`config.mk`:
```
export PLATFORM = sky130hd
export DESIGN_NAME = serial_to_parallel_rx_l1
export DESIGN_NICKNAME = d
export VERILOG_FILES = /design/src/rtl/serial_to_parallel_rx_l1.sv
export SDC_FILE = /design/constraint.sdc
export NUM_CORES = 1
export LEC_CHECK = 0
export ABC_AREA = 1
export ABC_CLOCK_PERIOD_IN_PS = 1950
export CAP_MARGIN = 20
export CORE_MARGIN = 10
export CORE_UTILIZATION = 52
export CTS_CLUSTER_DIAMETER = 50
export DETAILED_ROUTE_END_ITERATION = 10
export PLACE_DENSITY = 0.81
export SYNTH_ARGS = -nofsm -noshare
export SYNTH_HDL_FRONTEND = slang
export SYNTH_SLANG_ARGS = --single-unit
```
`constraint.sdc`:
```
create_clock -name clk_32f -period 1.95 [get_ports clk_32f]
set_input_delay 0.195 -clock clk_32f [delete_from_list [all_inputs] [get_ports clk_32f]]
set_output_delay 0.195 -clock clk_32f [all_outputs]
set_load 0.01 [all_outputs]
```
`src/rtl/serial_to_parallel_rx_l1.sv`:
```
// -----------------------------------------------------------------------------
// serial_to_parallel_rx_l1
//
// Bit-serial receiver front end. Shifts the serial stream (MSB of each byte
// first) into an 8-bit window, hunts for the comma/idle byte to find the byte
// boundary, and once BC_NEEDED consecutive aligned commas have been seen it
// locks the boundary and presents each received byte to the next stage.
//
// Ports
//   clk_32f    in   1   bit-rate clock, all logic on its rising edge
//   reset_L    in   1   asynchronous active-low reset
//   data_in    in   1   serial stream, MSB first
//   data_out   out  8   last captured byte (8'h00 while searching)
//   valid_out  out  1   data_out holds a payload (non-comma) byte
//   active     out  1   byte alignment achieved
//   byte_count out 16   saturating count of payload bytes
//                       (only when STP_BYTE_COUNT_EN is defined)
//
// Parameters
//   COM_CHAR   comma/idle byte used for alignment
//   BC_NEEDED  consecutive aligned commas required to lock (1..15)
//
// Optional feature macro: STP_BYTE_COUNT_EN
// -----------------------------------------------------------------------------
module serial_to_parallel_rx_l1 #(
    parameter logic [7:0]  COM_CHAR  = 8'hBC,
    parameter int unsigned BC_NEEDED = 4
) (
    input  logic        clk_32f,
    input  logic        reset_L,
    input  logic        data_in,
    output logic [7:0]  data_out,
    output logic        valid_out,
    output logic        active
`ifdef STP_BYTE_COUNT_EN
    ,
    output logic [15:0] byte_count
`endif
);

    typedef enum logic {
        SEARCH = 1'b0,
        ACTIVE = 1'b1
    } state_e;

    localparam logic [3:0] BC_TARGET = 4'(BC_NEEDED);

    state_e      state_q,   state_d;
    logic [7:0]  shift_q,   shift_d;
    logic [2:0]  bit_cnt_q, bit_cnt_d;
    logic [3:0]  com_cnt_q, com_cnt_d;
    logic [7:0]  data_q,    data_d;
    logic        valid_q,   valid_d;
    logic        active_q,  active_d;

    logic [7:0]  window_s;
    logic        boundary_s;
    logic        is_com_s;
    logic [3:0]  com_inc_s;

    // Next-state logic for the shifter, bit counter, comma counter and outputs.
    always_comb begin
        window_s   = {shift_q[6:0], data_in};
        boundary_s = (bit_cnt_q == 3'd7);
        is_com_s   = (window_s == COM_CHAR);
        com_inc_s  = com_cnt_q + 4'd1;

        shift_d    = window_s;
        bit_cnt_d  = bit_cnt_q + 3'd1;
        com_cnt_d  = com_cnt_q;
        state_d    = state_q;
        data_d     = data_q;
        valid_d    = valid_q;
        active_d   = active_q;

        case (state_q)
            SEARCH: begin
                data_d   = 8'h00;
                valid_d  = 1'b0;
                active_d = 1'b0;
                if (com_cnt_q == 4'd0) begin
                    // Sliding search: any comma seen defines the boundary here.
                    if (is_com_s) begin
                        bit_cnt_d = 3'd0;
                        com_cnt_d = 4'd1;
                        if (BC_TARGET == 4'd1) begin
                            state_d  = ACTIVE;
                            active_d = 1'b1;
                        end else begin
                            state_d  = SEARCH;
                        end
                    end else begin
                        com_cnt_d = 4'd0;
                    end
                end else if (boundary_s) begin
                    // Candidate boundary: confirm with another aligned comma or drop it.
                    if (is_com_s) begin
                        com_cnt_d = com_inc_s;
                        if (com_inc_s == BC_TARGET) begin
                            state_d  = ACTIVE;
                            active_d = 1'b1;
                        end else begin
                            state_d  = SEARCH;
                        end
                    end else begin
                        com_cnt_d = 4'd0;
                    end
                end else begin
                    com_cnt_d = com_cnt_q;
                end
            end
            ACTIVE: begin
                // Locked: counter free-runs, capture every boundary.
                active_d = 1'b1;
                if (boundary_s) begin
                    data_d  = window_s;
                    valid_d = !is_com_s;
                end else begin
                    data_d  = data_q;
                    valid_d = valid_q;
                end
            end
            default: begin
                state_d   = SEARCH;
                com_cnt_d = 4'd0;
                data_d    = 8'h00;
                valid_d   = 1'b0;
                active_d  = 1'b0;
            end
        endcase
    end

    // State and output registers.
    always_ff @(posedge clk_32f or negedge reset_L) begin
        if (!reset_L) begin
            state_q   <= SEARCH;
            shift_q   <= 8'h00;
            bit_cnt_q <= 3'd0;
            com_cnt_q <= 4'd0;
            data_q    <= 8'h00;
            valid_q   <= 1'b0;
            active_q  <= 1'b0;
        end else begin
            state_q   <= state_d;
            shift_q   <= shift_d;
            bit_cnt_q <= bit_cnt_d;
            com_cnt_q <= com_cnt_d;
            data_q    <= data_d;
            valid_q   <= valid_d;
            active_q  <= active_d;
        end
    end

    assign data_out  = data_q;
    assign valid_out = valid_q;
    assign active    = active_q;

`ifdef STP_BYTE_COUNT_EN
    logic [15:0] byte_cnt_q, byte_cnt_d;

    // Payload byte counter, stops at all-ones instead of wrapping.
    always_comb begin
        if ((state_q == ACTIVE) && boundary_s && !is_com_s && (byte_cnt_q != 16'hFFFF)) begin
            byte_cnt_d = byte_cnt_q + 16'd1;
        end else begin
            byte_cnt_d = byte_cnt_q;
        end
    end

    // Payload byte counter register.
    always_ff @(posedge clk_32f or negedge reset_L) begin
        if (!reset_L) begin
            byte_cnt_q <= 16'h0000;
        end else begin
            byte_cnt_q <= byte_cnt_d;
        end
    end

    assign byte_count = byte_cnt_q;
`endif

endmodule

```
### Word-level counts from Yosys, hierarchy flattened

Index checks and enable logic that the tools add are counted.

* logic and storage cells: 35
* flip-flop bits (word level): 25
* output and inout port bits: 10
* bits of input ports: 3

* muxes and demuxes: 17
* bitwise operators: 1
* add/subtract/negate cells: 2
* equal/unequal tests: 4
* reductions and logical operators: 4

Operators by type and width (number)
* one-hot mux 8 bit (2 select lines): 1
* 2-to-1 mux 4 bit: 3
* 2-to-1 mux 3 bit: 3
* equality test 8 bit (second input constant): 1
* 2-to-1 mux 8 bit: 1
* 2-to-1 mux 1 bit: 7
* adder 4 x 1 -> 4 bit (second input constant): 1
* equality test 4 x 3 -> 1 bit (second input constant): 1
* zero test 4 bit: 1
* one-hot mux 1 bit (2 select lines): 2
* adder 3 x 1 -> 3 bit (second input constant): 1
* equality test 3 bit (second input constant): 1
* inequality test 2 x 1 -> 1 bit (second input constant): 1
* AND reduction 2 bit: 1
* nonzero test 2 bit: 1
* zero test 1 bit: 1
* inverter 1 bit: 1

### Longest topological paths before layout

Gate-level depths: netlist (run 1).

* depth after elaboration: 7
* gate-level depth with buffers: 8
* mapped depth without buffers: 7

### Worst setup path after synthesis (run 1)

OpenSTA, ideal clock, no wires.

* path kind: reg-to-reg
* start: reg bit_cnt_q[0]
* end: reg com_cnt_q[1]
* stages on the path, launching flop included: 9
* setup slack: 0.567 ns
* arrival: 1.265 ns
* buffers on the path: 2
* clock period less this slack: 1.383 ns
* required time: 1.832 ns
* library setup time: 0.118 ns
* cells stage by stage: dfrtp_1 ha_1 ha_1 buf_4 inv_1 buf_6 nor2_1 nand4_1 nand2_1

* cells in the longest elaborated chain, start to end: 3

Ends and longest elaborated chain
* from (decl): RTL line 50 `logic [2:0] bit_cnt_q, bit_cnt_d;`
* from (signal assigned): RTL line 146 `bit_cnt_q <= bit_cnt_d;`
* equality test 3 bit: RTL line 64 `boundary_s = (bit_cnt_q == 3'd7);`
* nonzero test 2 bit (no source line)
* AND reduction 2 bit (no source line)
* to (signal assigned): RTL line 147 `com_cnt_q <= com_cnt_d;`
* to (decl): RTL line 51 `logic [3:0] com_cnt_q, com_cnt_d;`

No other way between the ends.
A chain may end at the register's enable or synchronous reset.

### Final worst setup path (run 1)

* start: reg bit_cnt_q[0]
* end: reg com_cnt_q[2]

Same word-level chain as after synthesis.

==> results of run 1 <==
[where the power goes]
group / leakage (uW) / switching (uW) / internal [uW]
clock: 0.0000210 / 143 / 114
sequential: 0.000270 / 9.60 / 513
combinational: 0.000320 / 24.6 / 24.9
total: 0.000610 / 178 / 653
[through the flow]
step	hold WS (ns)	util, %	cell area, um^2
CTS	0.2058	62.89	1209
detailed placement	0.3735	61.00	1172
floorplan	-0.1006	-	1039
global route	0.2210	62.89	1209
global placement	0.3614	61.00	1172
finish	0.2016	62.89	1209
[critical path, stage by stage, from the launching register on]
cell and delay (ns):
dfrtp_1 0.38, ha_1 0.15, ha_1 0.28, inv_1 0.25
a21oi_4 0.24, inv_2 0.07, nand2_1 0.06, nand2_1 0.06
[cells by family after synthesis]
group | Yosys count | share of synthesized area, %
flops | 24 | 57.83
fa+ha+maj | 5 | 6.024
compound gates | 5 | 3.494
simple gates | 57 | 24.10
xor+xnor | 1 | 0.8435
buf+inv | 16 | 7.710
[synth_stat cells (all sizes together)]
| library cell | instances | area [um^2] |
|---|---|---|
| a21oi | 1 | 16.27 |
| buf | 4 | 35.03 |
| dfrtp | 24 | 600.6 |
| ha | 5 | 62.56 |
| inv | 12 | 45.04 |
| nand2 | 27 | 103.9 |
| nand3 | 18 | 90.09 |
| nand4 | 2 | 12.51 |
| nor2 | 9 | 33.78 |
| nor3 | 1 | 10.01 |
| o21ai | 4 | 20.02 |
| xnor2 | 1 | 8.760 |
[layout make-up]
type / instances / area share, %
Multi-Input combinational cell: 68 / 29.61
Tap cell: 27 / 2.795
Inverter: 12 / 3.727
Clock buffer: 4 / 3.002
Timing Repair Buffer: 14 / 11.18
Sequential cell: 24 / 49.69
[routing by layer]
metal / track usage (%) / vias to the layer above / wire [um]
li1: - / 367 / -
met1: 11.94 / 354 / 819
met2: 16.13 / 14 / 900
met3: 5.155 / 7 / 126
met4: 3.209 / 0 / 23
met5: 0 / - / 0
[final timing paths]
check                              from           end  slack [ns]  cells after the start
min in group clk_32f            data_in    shift_q[0]        0.34                      1
setup reg to reg           bit_cnt_q[0]  com_cnt_q[2]        0.37                      7
hold / removal                  reset_L    shift_q[1]        0.20                      2
max in group asynchronous       reset_L   data_out[4]        1.51                      2
setup / recovery           bit_cnt_q[0]  com_cnt_q[2]        0.37                      7
hold reg to reg              shift_q[5]    shift_q[6]        0.40                      0
[flip-flops by register name (all words and copies together) (netlist names)]
name       cells
data_out       8
bit_cnt_q      3
shift_q        7
valid_out      1
com_cnt_q      4
active         1
==> impl_metrics.yaml, run 1 <==
synthesis:
  synth_fp_nets: 116
  syn_avg_cell_area_um2: 9.616
  synthCells: 108
  synth-seq-cells: 24
  synth_seq_area_share_pct: 57.83
  syn_area_um2: 1038
  netlist-cell-type-count: 16
  yosys_warnings: 0
global_route:
  grt_overflow: 0
  grt_max_degree: 25
  grt_usage_pct: 10.25
  grt_pass1_vias: 765
  grt_first_pass_wirelength_mm: 3.463
  antenna_found_initial: 0
routing:
  ant_nets: 0
  drt-initial-drc-count: 15
  drc: 0
  dr.pass1.iters: 4
  wire_per_inst_um: 12.54
  avgViaCountPerCell: 4.980
  dr_total_vias: 742
  wl_mm: 1.869
sta:
  fin_crit_sh_pct: 80.93
  finalSetupTns_ns: 0
  timing.fmax_mhz: 633.7
  fin_crit_ns: 1.578
  final.setup.worst_slack_ns: 0.3719
  rsz0062_at_grt: "false"
  finalSetupViolCount: 0
  worst_slew_pin_slew_ns: 0.3751
  skew_ns: 0.008452
  slew_headroom_pct: 74.97
  hold_viol: 0
  maxSlewViolCount: 0
worst_setup_path:
  cp-start-kind: "flip-flop"
  arrival_ns: 1.79
  crit_required_ns: 2.17
  worstSetupEndpointType: "flip-flop"
  critical_path_class: "reg -> reg"
  crit_fanout: 11
clock_tree:
  cts_buffers: 3
  htree_levels: 1
  clock_latency_ns: 0.32
  clk_path_buf_depth: 2
  cts.sinks: 24
  root_buffer: "clkbuf_4"
  post_cts_buffers: 0
  path_clk_slew_ns: 0.13
  cts_tree: "yes"
  postCtsHoldBufs: 0
  cts_resized: 0
pwr:
  p_per_area_nw_per_um2: 686.9
  p_leak_uw: 0.0006104
  vdd_drop_max_v: 0.0005372
  p_total_uw: 830.2
final_layout:
  antenna_cells: 0
  nets: 131
  fillerInstances: 175
  layout_commonest_cell: "nand2_1"
  seqCellArea_um2: 600.6
  final_cell_mix: "nand2_1, dfrtp_1, nand3_1, clkdlybuf4s50_1, inv_1"
  multi_input_area_um2: 357.8
  final_cells: 149
  drive_gt1_share_pct: 8.197
  synthToLayoutAreaGrowth_pct: 16.39
floorplan:
  rows: 16
  design.die.area_um2: 4185
  initial_core_util_pct: 54.04
  pin_count: 13
  coreArea_um2: 1922
  die_width_um: 64.69
  die_height_um: 64.69
placed_design:
  dp_cells: 145
  dpl.hpwl_mm: 1.374
  place_congestion: 0.8186
  io_buffer_count: 12
  dpl_worst_slack_ns: 0.3951
worst_hold_path:
  min_path_type: "in -> async"
outcome:
  status: "finished, final reports clean"
job:
  max_cap_violations: 0
(Power assumes the default switching activity.)
==> run 2, diff against run 1 <==
--- a/config.mk
+++ b/config.mk
@@ -6,13 +6,13 @@
 export NUM_CORES = 1
 export LEC_CHECK = 0
 export ABC_AREA = 1
-export ABC_CLOCK_PERIOD_IN_PS = 1950
+export ABC_CLOCK_PERIOD_IN_PS = 1400
 export CAP_MARGIN = 20
 export CORE_MARGIN = 10
-export CORE_UTILIZATION = 52
+export CORE_UTILIZATION = 47
 export CTS_CLUSTER_DIAMETER = 50
 export DETAILED_ROUTE_END_ITERATION = 10
-export PLACE_DENSITY = 0.81
+export PLACE_DENSITY = 0.78
 export SYNTH_ARGS = -nofsm -noshare
 export SYNTH_HDL_FRONTEND = slang
 export SYNTH_SLANG_ARGS = --single-unit
==> constraint.sdc (replaced) <==
create_clock -name clk_32f -period 1.4 [get_ports clk_32f]
set_input_delay 0.14 -clock clk_32f [delete_from_list [all_inputs] [get_ports clk_32f]]
set_output_delay 0.14 -clock clk_32f [all_outputs]
set_load 0.01 [all_outputs]
==> run 2 against run 1 <==
Net effect: sequential power is 39% higher; combinational power is 36% higher; final cell count is 1.3% higher; hold slack worse by 0.049 ns; register-to-register slack worse by 0.28 ns; non-clock buffer count is 2 higher; routed wire length is 9.1% higher; clock skew is 0.0059 ns higher; global-route usage is 0.79 points lower.
==> impl_metrics.yaml, run 2 (same netlist as run 1, synthesis figures left out) <==
outcome:
  status: "finished, final reports clean"
final_layout:
  antenna_cells: 0
  postLayoutCellArea_um2: 1277
  largest_reg_flops: 8
  drive_gt1_share_pct: 12.90
  synthToLayoutAreaGrowth_pct: 23.01
  layout_commonest_cell: "nand2_1"
  nets: 133
  final_cell_mix: "nand2_1, dfrtp_1, nand3_1, inv_1, nor2_1"
  final_cells: 151
  fillerInstances: 179
pwr:
  p_per_area_nw_per_um2: 1016
  clkPwrFrac_pct: 38.7
  vdd_drop_max_v: 0.0007858
  p_sw_uw: 261.3
  p_sw_share_pct: 20.14
  share_seq_of_total_power_pct: 56.1
  p_int_uw: 1036
  power_frac_comb_pct: 5.2
  p_leak_uw: 0.0007067
worst_setup_path:
  worstSetupEndpointType: "output port"
  timing.rr.end: "active"
  path_buf_inv: 1
  timing.critical_path.depth: 1
  crit_chain: "clkdlybuf4s50_1"
  rrSetupSlack_ns: 0.09
  crit_fanout: 2
  startpoint: "active"
  critical_path_class: "reg -> out"
  crit_required_ns: 1.26
  worst_r2r_path_depth: 7
  arrival_ns: 1.21
  cp_slowest_cell: "clkdlybuf4s50_1"
  r2r-start: "com_cnt_q[0]"
  path_delay_family: "buffers and inverters"
  cpPeakStageDelay_ns: 0.54
  critical_path.endpoint: "active"
  cp-start-kind: "flip-flop"
clock_tree:
  clk_path_buf_depth: 2
  cts_resized: 0
  cts_tree: "yes"
  cts.sinks: 24
  root_buffer: "clkbuf_4"
  clock_latency_ns: 0.32
  path_clk_slew_ns: 0.14
  cts_buffers: 3
  htree_levels: 1
  post_cts_buffers: 0
  postCtsHoldBufs: 0
floorplan:
  coreArea_um2: 2022
  pin_count: 13
  rows: 16
  die_height_um: 67.01
  die_width_um: 67.01
  initial_core_util_pct: 51.36
  design.die.area_um2: 4490
sta:
  worst_slew_pin_slew_ns: 0.3043
  finalSetupViolCount: 0
  maxSlewViolCount: 0
  hold_slack_ns: 0.1529
  hold_viol: 0
  fin_crit_ns: 1.351
  slew_headroom_pct: 79.71
  skew_ns: 0.01434
  timing.fmax_mhz: 740.1
  fin_crit_sh_pct: 96.52
global_route:
  grt_first_pass_wirelength_mm: 3.360
  grt_pass1_vias: 739
  antenna_found_initial: 0
  grt_max_degree: 25
  grt_overflow: 0
  grt_usage_pct: 9.469
worst_hold_path:
  min_path_type: "in -> async"
routing:
  ant_nets: 0
  dr.pass1.iters: 4
  drt-initial-drc-count: 50
  avgViaCountPerCell: 5.086
  wire_per_inst_um: 13.50
  drc: 0
  wl_mm: 2.039
  dr_total_vias: 768
placed_design:
  io_buffer_count: 12
  place_congestion: 0.8026
  dp_cells: 147
  placed_cell_area_um2: 1200
  dpl.hpwl_mm: 1.373
job:
  max_cap_violations: 0
-- run 2: how the worst min path moves through the flow --
stage | start | endpoint | slack (ns) | cells after the start
final | reset_L | shift_q[6] | 0.15 | 2
after global routing | reset_L | data_out[5] | 0.16 | 2
after CTS | reset_L | shift_q[6] | 0.17 | 2
after detailed placement | shift_q[5] | shift_q[6] | 0.36 | 0
after global placement | shift_q[5] | shift_q[6] | 0.36 | 0
after floorplan | reset_L | active | -0.16 | 0
-- run 2: power by group through the flow --
stage / sequential [uW] / combinational (uW) / clock, uW
after CTS: 728 / 71.4 / 502
after global placement: 740 / 70.0 / 0
final: 728 / 67.4 / 502
after global routing: 731 / 76.5 / 545
after floorplan: 745 / 15.5 / 0
after detailed placement: 741 / 71.4 / 0
-- run 2: layout make-up --
class	count	area, um^2	area share, %
Timing Repair Buffer	16	182.7	14.30
Clock buffer	3	22.52	1.763
Tap cell	27	33.78	2.644
Inverter	12	45.04	3.526
Clock inverter	1	30.03	2.351
Multi-Input combinational cell	68	360.3	28.21
Sequential cell	24	603.1	47.21
-- run 2: stage by stage --
step                      setup TNS, ns  worst slack, ns  utilization (%)  power [uW]
final                                 0          0.04877            63.18        1298
after detailed placement              0          0.04845            59.34       812.3
after CTS                             0         0.003345            61.94        1301
after floorplan                       0          0.01698                -       760.8
after global placement                0          0.08812            59.34       810.4
after global routing           -0.01386         -0.01386            63.18        1353
-- run 2: layer usage --
layer | vias up | share of wire, % | global-route usage, %
li1 | 373 | - | -
met2 | 18 | 47 | 14.93
met5 | - | 0 | 0
met1 | 372 | 45 | 11.23
met3 | 5 | 6.2 | 3.344
met4 | 0 | 1.2 | 4.359
